$ cat src/rtl/ae350_reset_sequencer.sv
// Reset and power-up sequencer for the AE350 SoC.
// Releases DDR3/PHY, CPU power-on and hardware resets in a fixed, counted
// order once the PLL is locked and the reset key is released. DDR3 bring-up
// is retried on timeout, and the sequence restarts whenever lock or the key
// is lost.
module ae350_reset_sequencer #(
  parameter int SYNC_STAGES = 2,
  parameter int DDR_RST_CYC = 1000,
  parameter int DDR_TIMEOUT = 5000000,
  parameter int POR_DELAY   = 256,
  parameter int HW_DELAY    = 256
) (
  input  logic       clk,
  input  logic       rst,
  input  logic       key_rstn_in,
  input  logic       pll_lock,
  input  logic       ddr3_init_done,
  output logic       ddr3_rstn,
  output logic       phy_rst_n,
  output logic       por_rstn,
  output logic       hw_rstn,
  output logic       sys_ready,
  output logic [2:0] state,
  output logic       ddr_timeout_err,
  output logic [1:0] retry_cnt
);

  typedef enum logic [2:0] {
    S_RESET     = 3'd0,
    S_WAIT_LOCK = 3'd1,
    S_DDR_RST   = 3'd2,
    S_WAIT_DDR  = 3'd3,
    S_POR_WAIT  = 3'd4,
    S_HW_WAIT   = 3'd5,
    S_RUN       = 3'd6,
    S_ILLEGAL   = 3'd7
  } state_t;

  // Terminal counter values: a state held N cycles leaves when cnt == N-1.
  localparam logic [23:0] DDR_RST_LAST = 24'(DDR_RST_CYC - 1);
  localparam logic [23:0] TIMEOUT_LAST = 24'(DDR_TIMEOUT - 1);
  localparam logic [23:0] POR_LAST     = 24'(POR_DELAY - 1);
  localparam logic [23:0] HW_LAST      = 24'(HW_DELAY - 1);

  logic [SYNC_STAGES-1:0] key_sync;
  logic [SYNC_STAGES-1:0] lock_sync;
  logic [SYNC_STAGES-1:0] init_sync;
  logic                   key_s;
  logic                   lock_s;
  logic                   init_s;
  logic                   link_ok;

  state_t      cur_state;
  state_t      nxt_state;
  logic [23:0] cnt;
  logic        timeout_hit;
  logic        counting;

  logic        ddr_d;
  logic        por_d;
  logic        hw_d;
  logic        rdy_d;

  // Synchronize the three asynchronous inputs into the clk domain.
  always_ff @(posedge clk or posedge rst) begin
    if (rst) begin
      key_sync  <= '0;
      lock_sync <= '0;
      init_sync <= '0;
    end else begin
      key_sync  <= {key_sync[SYNC_STAGES-2:0],  key_rstn_in};
      lock_sync <= {lock_sync[SYNC_STAGES-2:0], pll_lock};
      init_sync <= {init_sync[SYNC_STAGES-2:0], ddr3_init_done};
    end
  end

  assign key_s   = key_sync[SYNC_STAGES-1];
  assign lock_s  = lock_sync[SYNC_STAGES-1];
  assign init_s  = init_sync[SYNC_STAGES-1];
  // Lock and key must both be good for anything past WAIT_LOCK to continue.
  assign link_ok = key_s & lock_s;

  // Next-state logic: aborts are tested before counter completion.
  always_comb begin
    nxt_state   = cur_state;
    timeout_hit = 1'b0;
    unique case (cur_state)
      S_RESET: nxt_state = S_WAIT_LOCK;
      S_WAIT_LOCK: begin
        if (link_ok) nxt_state = S_DDR_RST;
      end
      S_DDR_RST: begin
        if (!link_ok)                nxt_state = S_WAIT_LOCK;
        else if (cnt == DDR_RST_LAST) nxt_state = S_WAIT_DDR;
      end
      S_WAIT_DDR: begin
        if (!link_ok) begin
          nxt_state = S_WAIT_LOCK;
        end else if (init_s) begin
          // Init arriving on the timeout cycle still wins.
          nxt_state = S_POR_WAIT;
        end else if (cnt == TIMEOUT_LAST) begin
          nxt_state   = S_DDR_RST;
          timeout_hit = 1'b1;
        end
      end
      S_POR_WAIT: begin
        if (!link_ok)            nxt_state = S_WAIT_LOCK;
        else if (!init_s)        nxt_state = S_WAIT_DDR;
        else if (cnt == POR_LAST) nxt_state = S_HW_WAIT;
      end
      S_HW_WAIT: begin
        if (!link_ok)           nxt_state = S_WAIT_LOCK;
        else if (!init_s)       nxt_state = S_WAIT_DDR;
        else if (cnt == HW_LAST) nxt_state = S_RUN;
      end
      S_RUN: begin
        if (!link_ok)     nxt_state = S_WAIT_LOCK;
        else if (!init_s) nxt_state = S_WAIT_DDR;
      end
      default: nxt_state = S_RESET;
    endcase
  end

  // Output decode from the next state so outputs move with the state edge.
  always_comb begin
    ddr_d = 1'b0;
    por_d = 1'b0;
    hw_d  = 1'b0;
    rdy_d = 1'b0;
    unique case (nxt_state)
      S_WAIT_DDR, S_POR_WAIT: ddr_d = 1'b1;
      S_HW_WAIT: begin
        ddr_d = 1'b1;
        por_d = 1'b1;
      end
      S_RUN: begin
        ddr_d = 1'b1;
        por_d = 1'b1;
        hw_d  = 1'b1;
        rdy_d = 1'b1;
      end
      default: begin
        ddr_d = 1'b0;
      end
    endcase
  end

  assign counting = (cur_state == S_DDR_RST)  || (cur_state == S_WAIT_DDR) ||
                    (cur_state == S_POR_WAIT) || (cur_state == S_HW_WAIT);

  // State register and the shared delay counter (cleared on state entry).
  always_ff @(posedge clk or posedge rst) begin
    if (rst) begin
      cur_state <= S_RESET;
      cnt       <= '0;
    end else begin
      cur_state <= nxt_state;
      if (nxt_state != cur_state) cnt <= '0;
      else if (counting)          cnt <= cnt + 24'd1;
      else                        cnt <= '0;
    end
  end

  // Registered reset outputs and ready flag.
  always_ff @(posedge clk or posedge rst) begin
    if (rst) begin
      ddr3_rstn <= 1'b0;
      phy_rst_n <= 1'b0;
      por_rstn  <= 1'b0;
      hw_rstn   <= 1'b0;
      sys_ready <= 1'b0;
    end else begin
      ddr3_rstn <= ddr_d;
      phy_rst_n <= ddr_d;
      por_rstn  <= por_d;
      hw_rstn   <= hw_d;
      sys_ready <= rdy_d;
    end
  end

  // Sticky DDR timeout flag and saturating retry counter.
  always_ff @(posedge clk or posedge rst) begin
    if (rst) begin
      ddr_timeout_err <= 1'b0;
      retry_cnt       <= 2'd0;
    end else if (timeout_hit) begin
      ddr_timeout_err <= 1'b1;
      if (retry_cnt != 2'd3) retry_cnt <= retry_cnt + 2'd1;
    end
  end

  assign state = cur_state;

endmodule

$ cat config.mk
export PLATFORM = sky130hd
export DESIGN_NAME = ae350_reset_sequencer
export DESIGN_NICKNAME = d
export VERILOG_FILES = /design/src/rtl/ae350_reset_sequencer.sv
export SDC_FILE = /design/constraint.sdc
export NUM_CORES = 1
export LEC_CHECK = 0
export ABC_AREA = 1
export BUFFER_PORTS_ARGS = -buffer_cell sky130_fd_sc_hd__buf_2
export CAP_MARGIN = 20
export CORE_MARGIN = 3
export CORE_UTILIZATION = 35
export CTS_CLUSTER_DIAMETER = 120
export DETAILED_ROUTE_END_ITERATION = 7
export PLACE_DENSITY = 0.55
export SETUP_SLACK_MARGIN = 0.1
export SLEW_MARGIN = 5
export SYNTH_ARGS = -nofsm -noshare
export SYNTH_HDL_FRONTEND = slang
export SYNTH_SLANG_ARGS = --single-unit
$ cat constraint.sdc
create_clock -name clk -period 2.47 [get_ports clk]
set_clock_uncertainty 0.05 [all_clocks]
set_input_delay 0.494 -clock clk [delete_from_list [all_inputs] [get_ports clk]]
set_output_delay 0.494 -clock clk [all_outputs]
set_load 0.05 [all_outputs]
Word-level counts from Yosys, hierarchy flattened
Cells that the tools add are included.
Word-level totals
  flip-flop bits (word level): 39
  bits of input ports: 5
  output and inout bits: 11
  word-level logic and storage cells: 59
Cells by class
  add/sub/neg operators: 2
  equal/unequal tests: 15
  muxes and demuxes: 24
  bitwise gates (word level): 1
  reduce and logical (&&, ||, !) cells: 7
Operators by type and width (count)
  24-bit 2-to-1 mux: 2
  3-bit 2-to-1 mux: 14
  24-bit by 1-bit adder with 24-bit output, second input constant: 1
  24-bit by 10-bit == test with 1-bit output, second input constant: 1
  24-bit by 23-bit == test with 1-bit output, second input constant: 1
  24-bit by 8-bit == test with 1-bit output, second input constant: 1
  3-bit one-hot mux with 7 select lines: 1
  3-bit == test, second input constant: 6
  3-bit by 2-bit == test with 1-bit output, second input constant: 3
  1-bit 2-to-1 mux: 7
  4-bit OR reduction: 1
  3-bit by 1-bit == test with 1-bit output, second input constant: 1
  3-bit logical NOT: 1
  1-bit logical OR: 3
  3-bit != test: 1
  2-bit by 1-bit adder with 2-bit output, second input constant: 1
  2-bit != test, second input constant: 1
  2-bit AND reduction: 1
  2-bit OR reduction: 1
  1-bit bitwise AND: 1

Depth between registers and ports, before layout
  word-level depth: 8
  depth in mapped cells: 15
  mapped depth without buffers: 14

Worst setup path after synthesis
Ideal clock, no wire load.
  kind: register to register
  from: reg cur_state[1] (netlist: state[1])
  to: reg cnt[7]
  setup time: 127 ps
  arrival time: 1830 ps
  required time: 2293 ps
  setup slack: 464 ps
  stages on the path, launching flop included: 13
  path buffers: 1
  cell sequence: dfrtp_1 > inv_2 > nand2_2 > nor2_2 > o22ai_1 > nand3_2 > nand2_2 > nand2_2 > nand2_2 > nor2_4 > nand2_4 > buf_12 > nor2_4
Between the ends
  word-level cells in the longest chain between the ends: 6
  elaborated cells on any way between the ends: 28
RTL lines
  start, declared: RTL line 53  | state_t cur_state;
  start signal, assigned: RTL line 158  | cur_state <= nxt_state;
  3-bit 2-to-1 mux, or another cell as far along: RTL line 115  | else if (cnt == HW_LAST) nxt_state = S_RUN;
  3-bit 2-to-1 mux, or another cell as far along: RTL line 114  | else if (!init_s) nxt_state = S_WAIT_DDR;
  3-bit 2-to-1 mux, or another cell as far along: RTL line 113  | if (!link_ok) nxt_state = S_WAIT_LOCK;
  3-bit one-hot mux with 7 select lines or 1-bit logical OR (tied branches): RTL line 87, 150
  3-bit != test or 24-bit 2-to-1 mux (tied branches): RTL line 159, 160
  24-bit 2-to-1 mux *: RTL line 159  | if (nxt_state != cur_state) cnt <= '0;
  end signal, assigned: RTL line 160  | else if (counting) cnt <= cnt + 24'd1;
  end, declared: RTL line 55  | logic [23:0] cnt;
Every way passes the cells marked *; elsewhere a longest branch is shown, timed or not.
A chain may end at the register's enable or synchronous reset.

Final worst setup path
  from: reg cnt[1]
  to: reg cnt[23]
Between the ends
  word-level cells in the longest chain between the ends: 7
  elaborated cells on any way between the ends: 19
RTL lines
  24-bit by 8-bit == test with 1-bit output or 24-bit by 23-bit == test with 1-bit output (tied branches): RTL line 110, 115, 102
  3-bit 2-to-1 mux (on tied branches): RTL line 115, 102, 110
  3-bit 2-to-1 mux (on tied branches): RTL line 114, 109, 99
  3-bit 2-to-1 mux (on tied branches): RTL line 113, 108, 97
  3-bit one-hot mux with 7 select lines: RTL line 87  | unique case (cur_state)
  3-bit != test: RTL line 159
  24-bit 2-to-1 mux *: RTL line 159
Marks and branches as above.

==> key figures <==
Clock tree
  • Setup Fix Bufs, Post-CTS: 0
  • Root Buffer: clkbuf_8
  • Clock transition at path regs: 80 ps
  • Sink Count: 39
  • Clock buffer depth: 2
  • Post_cts resized: 0
  • Clk_lat worst skew: 290 ps
  • Hold_buf cts: 0
  • H-Tree Depth: 2
  • Total CTS buffers: 5
  • TritonCTS clock tree: done

Die
  • Initial Utilization: 36.7%
  • Die Area: 0.00825 sq mm
  • Die X: 90.8 um
  • Row cnt: 30
  • Die Span Y: 90.8 um
  • # IOs: 16
  • Core area: 0.00687 sq mm

Place
  • GPL Wtd Cong: 0.875
  • Pre-CTS WS: 394 ps
  • I/O Buffers: 15
  • Dpl hpwl: 4040 um
  • Placed cells: 431

Route
  • Initial DRC Count: 101
  • Wire per inst: 12.2 um
  • DRT antenna net count: 0
  • Vias: 2044
  • Drt total wl: 5340 um
  • Drc violations: 0
  • Drt pass-1 iters: 4
  • Vias per Instance: 4.66

Critical path
  • Max stage delay on crit path: 360 ps
  • CP delay by family, top: simple AND/OR/NAND/NOR gates
  • Worst Path Max Fanout: 9
  • Kind of critical path: flip-flop to flip-flop
  • Buf/Inv on CP: 1
  • Crit path DAT: 2230 ps
  • Crit path required time: 2600 ps
  • Crit path cell chain: ha_1, nand2_1, nor2_2, nand2_1, nor2_1, nand4_1, nand3_2, nand3_1, nand2_2, nor2_4, nand2_4, buf_4, nor2_1
  • Critical-path top delay cell: dfrtp_1
  • Endpoint class of the critical path: flip-flop
  • Element type at the critical path start: flip-flop

Yosys
  • Post-synth net total: 329
  • FF+latch count, synth: 39
  • Register area share after synthesis: 38.7%
  • YS warnings: 0
  • Mapped Cells: 322
  • Netlist Area Pre-Place: 0.00252 sq mm
  • FFs w/ async S/R, synth: 100%
  • EDFF count, synth: 0
  • Avg Inst Size Synth: 7.82 sq um
  • Synth area leaders: dfrtp_1 (39%), nand2_1 (11%), nor2_4 (9.8%)
  • Area fraction of the dominant cell type after synthesis: 38.7%
  • Top_reg_cell synth: dfrtp_1
  • Largest area contributor in the synthesized netlist: dfrtp_1
  • Yosys cell types: 35

STA
  • Setup TNS: 0 ps
  • Final worst path period share: 85.0%
  • Max Clk Rate: 476 MHz
  • Hold_ws: 256 ps
  • Unrepaired setup endpoints after global routing: false
  • Worst-margin pin slew: 501 ps
  • Worst setup margin: 371 ps
  • Final hold violations: 0
  • Final Critical Period: 2100 ps
  • Number of max-slew violations in the final report: 0
  • # setup viols final: 0
  • Max-slew headroom: 66.6%

Final layout
  • Nets: 349
  • Area delta synth->final: 12.2%
  • Layout Cells excl Fill: 439
  • Fillers: 701
  • ANT cells: 0
  • Fraction of layout cells with a size suffix above 1: 26.5%

Pwr
  • Pwr per Cell Area: 570 mW/mm^2
  • Switching Power: 476 uW
  • Max VDD drop: 0.371 mV
  • Comb pwr share: 18.7%
  • Seq pwr share: 41.4%
  • Sw frac: 29.5%
  • Clock power share: 39.8%
  • Cell leakage power: 0.00131 uW
  • Final Power: 1610 uW
  • Internal power: 1140 uW

Global routing
  • Global-route wire length before repair: 9630 um
  • Initial antenna violation count: 0
  • GRT Residual Overflow: 0
  • Largest net degree at the start of global routing: 40
  • Vias in the first global route: 2067
  • Total GRT Usage: 14.1%

Min path
  • Worst hold path class: primary input to async pin

Job
  • Max_cap viols: 0

Status
  • Outcome: finished clean
-- worst paths after layout --
check,cells past startpoint,end,slack [ps],start
max,13,cnt[23]$_DFF_PP0_,370,cnt[1]$_DFF_PP0_
min,3,retry_cnt[1]$_DFFE_PP0P_,260,rst
max reg2reg,13,cnt[23]$_DFF_PP0_,370,cnt[1]$_DFF_PP0_
min reg2reg,0,init_sync[1]$_DFF_PP0_,300,init_sync[0]$_DFF_PP0_
max in group asynchronous,3,por_rstn$_DFF_PP0_,1760,rst
min in group clk,1,lock_sync[0]$_DFF_PP0_,260,pll_lock
-- cell type report --
| cell class | count | area (sq um) | area share (%) |
|---|---|---|---|
| multi-input cells | 234 | 1320 | 46.6 |
| flip-flops and latches | 39 | 976 | 34.5 |
| inverters | 43 | 163 | 5.75 |
| well taps | 96 | 120 | 4.25 |
| repair buffers | 19 | 118 | 4.16 |
| clock buffers | 6 | 72.6 | 2.57 |
| clock inverters | 2 | 60.1 | 2.12 |
-- state kept, by name, summed over array words and instances, names as in the netlist --
register	count
lock_sync	2
sys_ready	1
por_rstn	1
cnt	24
key_sync	2
init_sync	2
state	3
retry_cnt	2
ddr_timeout_err	1
phy_rst_n	1
-- logic make-up after synthesis --
group | Yosys count | synth area share, %
AOI/OAI and AO/OA | 18 | 5.27
xor gates and xnor gates | 4 | 1.39
adders and majority gates | 2 | 0.993
buffers and inverters | 49 | 8.94
DFF | 39 | 38.7
and+or+nand+nor | 210 | 44.7
-- per-stage QoR --
| step | utilization (%) | cell area (sq um) |
|---|---|---|
| detailed placement | 39.2 | 2690 |
| finish | 41.1 | 2830 |
| CTS | 41.1 | 2830 |
| global route | 41.1 | 2830 |
| global placement | 39.2 | 2690 |
| floorplan | - | 2520 |
-- layout by cell type, fill, tap and decap left out, types with 6 or more instances in the layout --
| cell type | n |
|---|---|
| nand2_1 | 71 |
| nand2_2 | 9 |
| inv_2 | 11 |
| nand3_1 | 26 |
| buf_2 | 15 |
| nor3_1 | 6 |
| nor2_2 | 7 |
| nand4_1 | 8 |
| nor2_4 | 22 |
| nor2_1 | 44 |
| dfrtp_1 | 39 |
| inv_1 | 28 |
-- cells in the mapped netlist, types with 2 or more instances --
master	instances
nor4_1	4
nand3_1	26
inv_2	11
buf_4	2
inv_1	28
o31ai_1	2
nand2_1	71
nand2_2	9
nor2_2	7
nand3_2	3
clkbuf_1	2
nor2_1	44
ha_1	2
nand4_1	8
o21bai_1	2
xor2_1	4
nor3_1	6
o221ai_1	2
dfrtp_1	39
buf_12	2
o21ai_0	5
clkinv_1	3
nor3_2	3
nor2_4	22
or2_2	5
-- worst min-delay path, cell delays in order --
cell,delay (ps)
buf_2,90
inv_1,40
buf_4,430
-- power groups by stage --
stage	Sequential (uW)	Combinational (uW)	Clock, uW
floorplan	703	247	0
global placement	681	304	0
detailed placement	681	306	0
CTS	668	307	655
global route	670	328	678
finish	668	302	642
-- per-layer routing --
metal | global-route usage (%) | up-vias | share of wire [%]
met3 | 2.58 | 6 | 3.2
met4 | 4.02 | 0 | 1.2
met2 | 23.3 | 30 | 47
li1 | - | 1066 | -
met5 | 0 | - | 0
met1 | 18.8 | 942 | 49
Note: power is estimated with default switching activity, not from simulation.
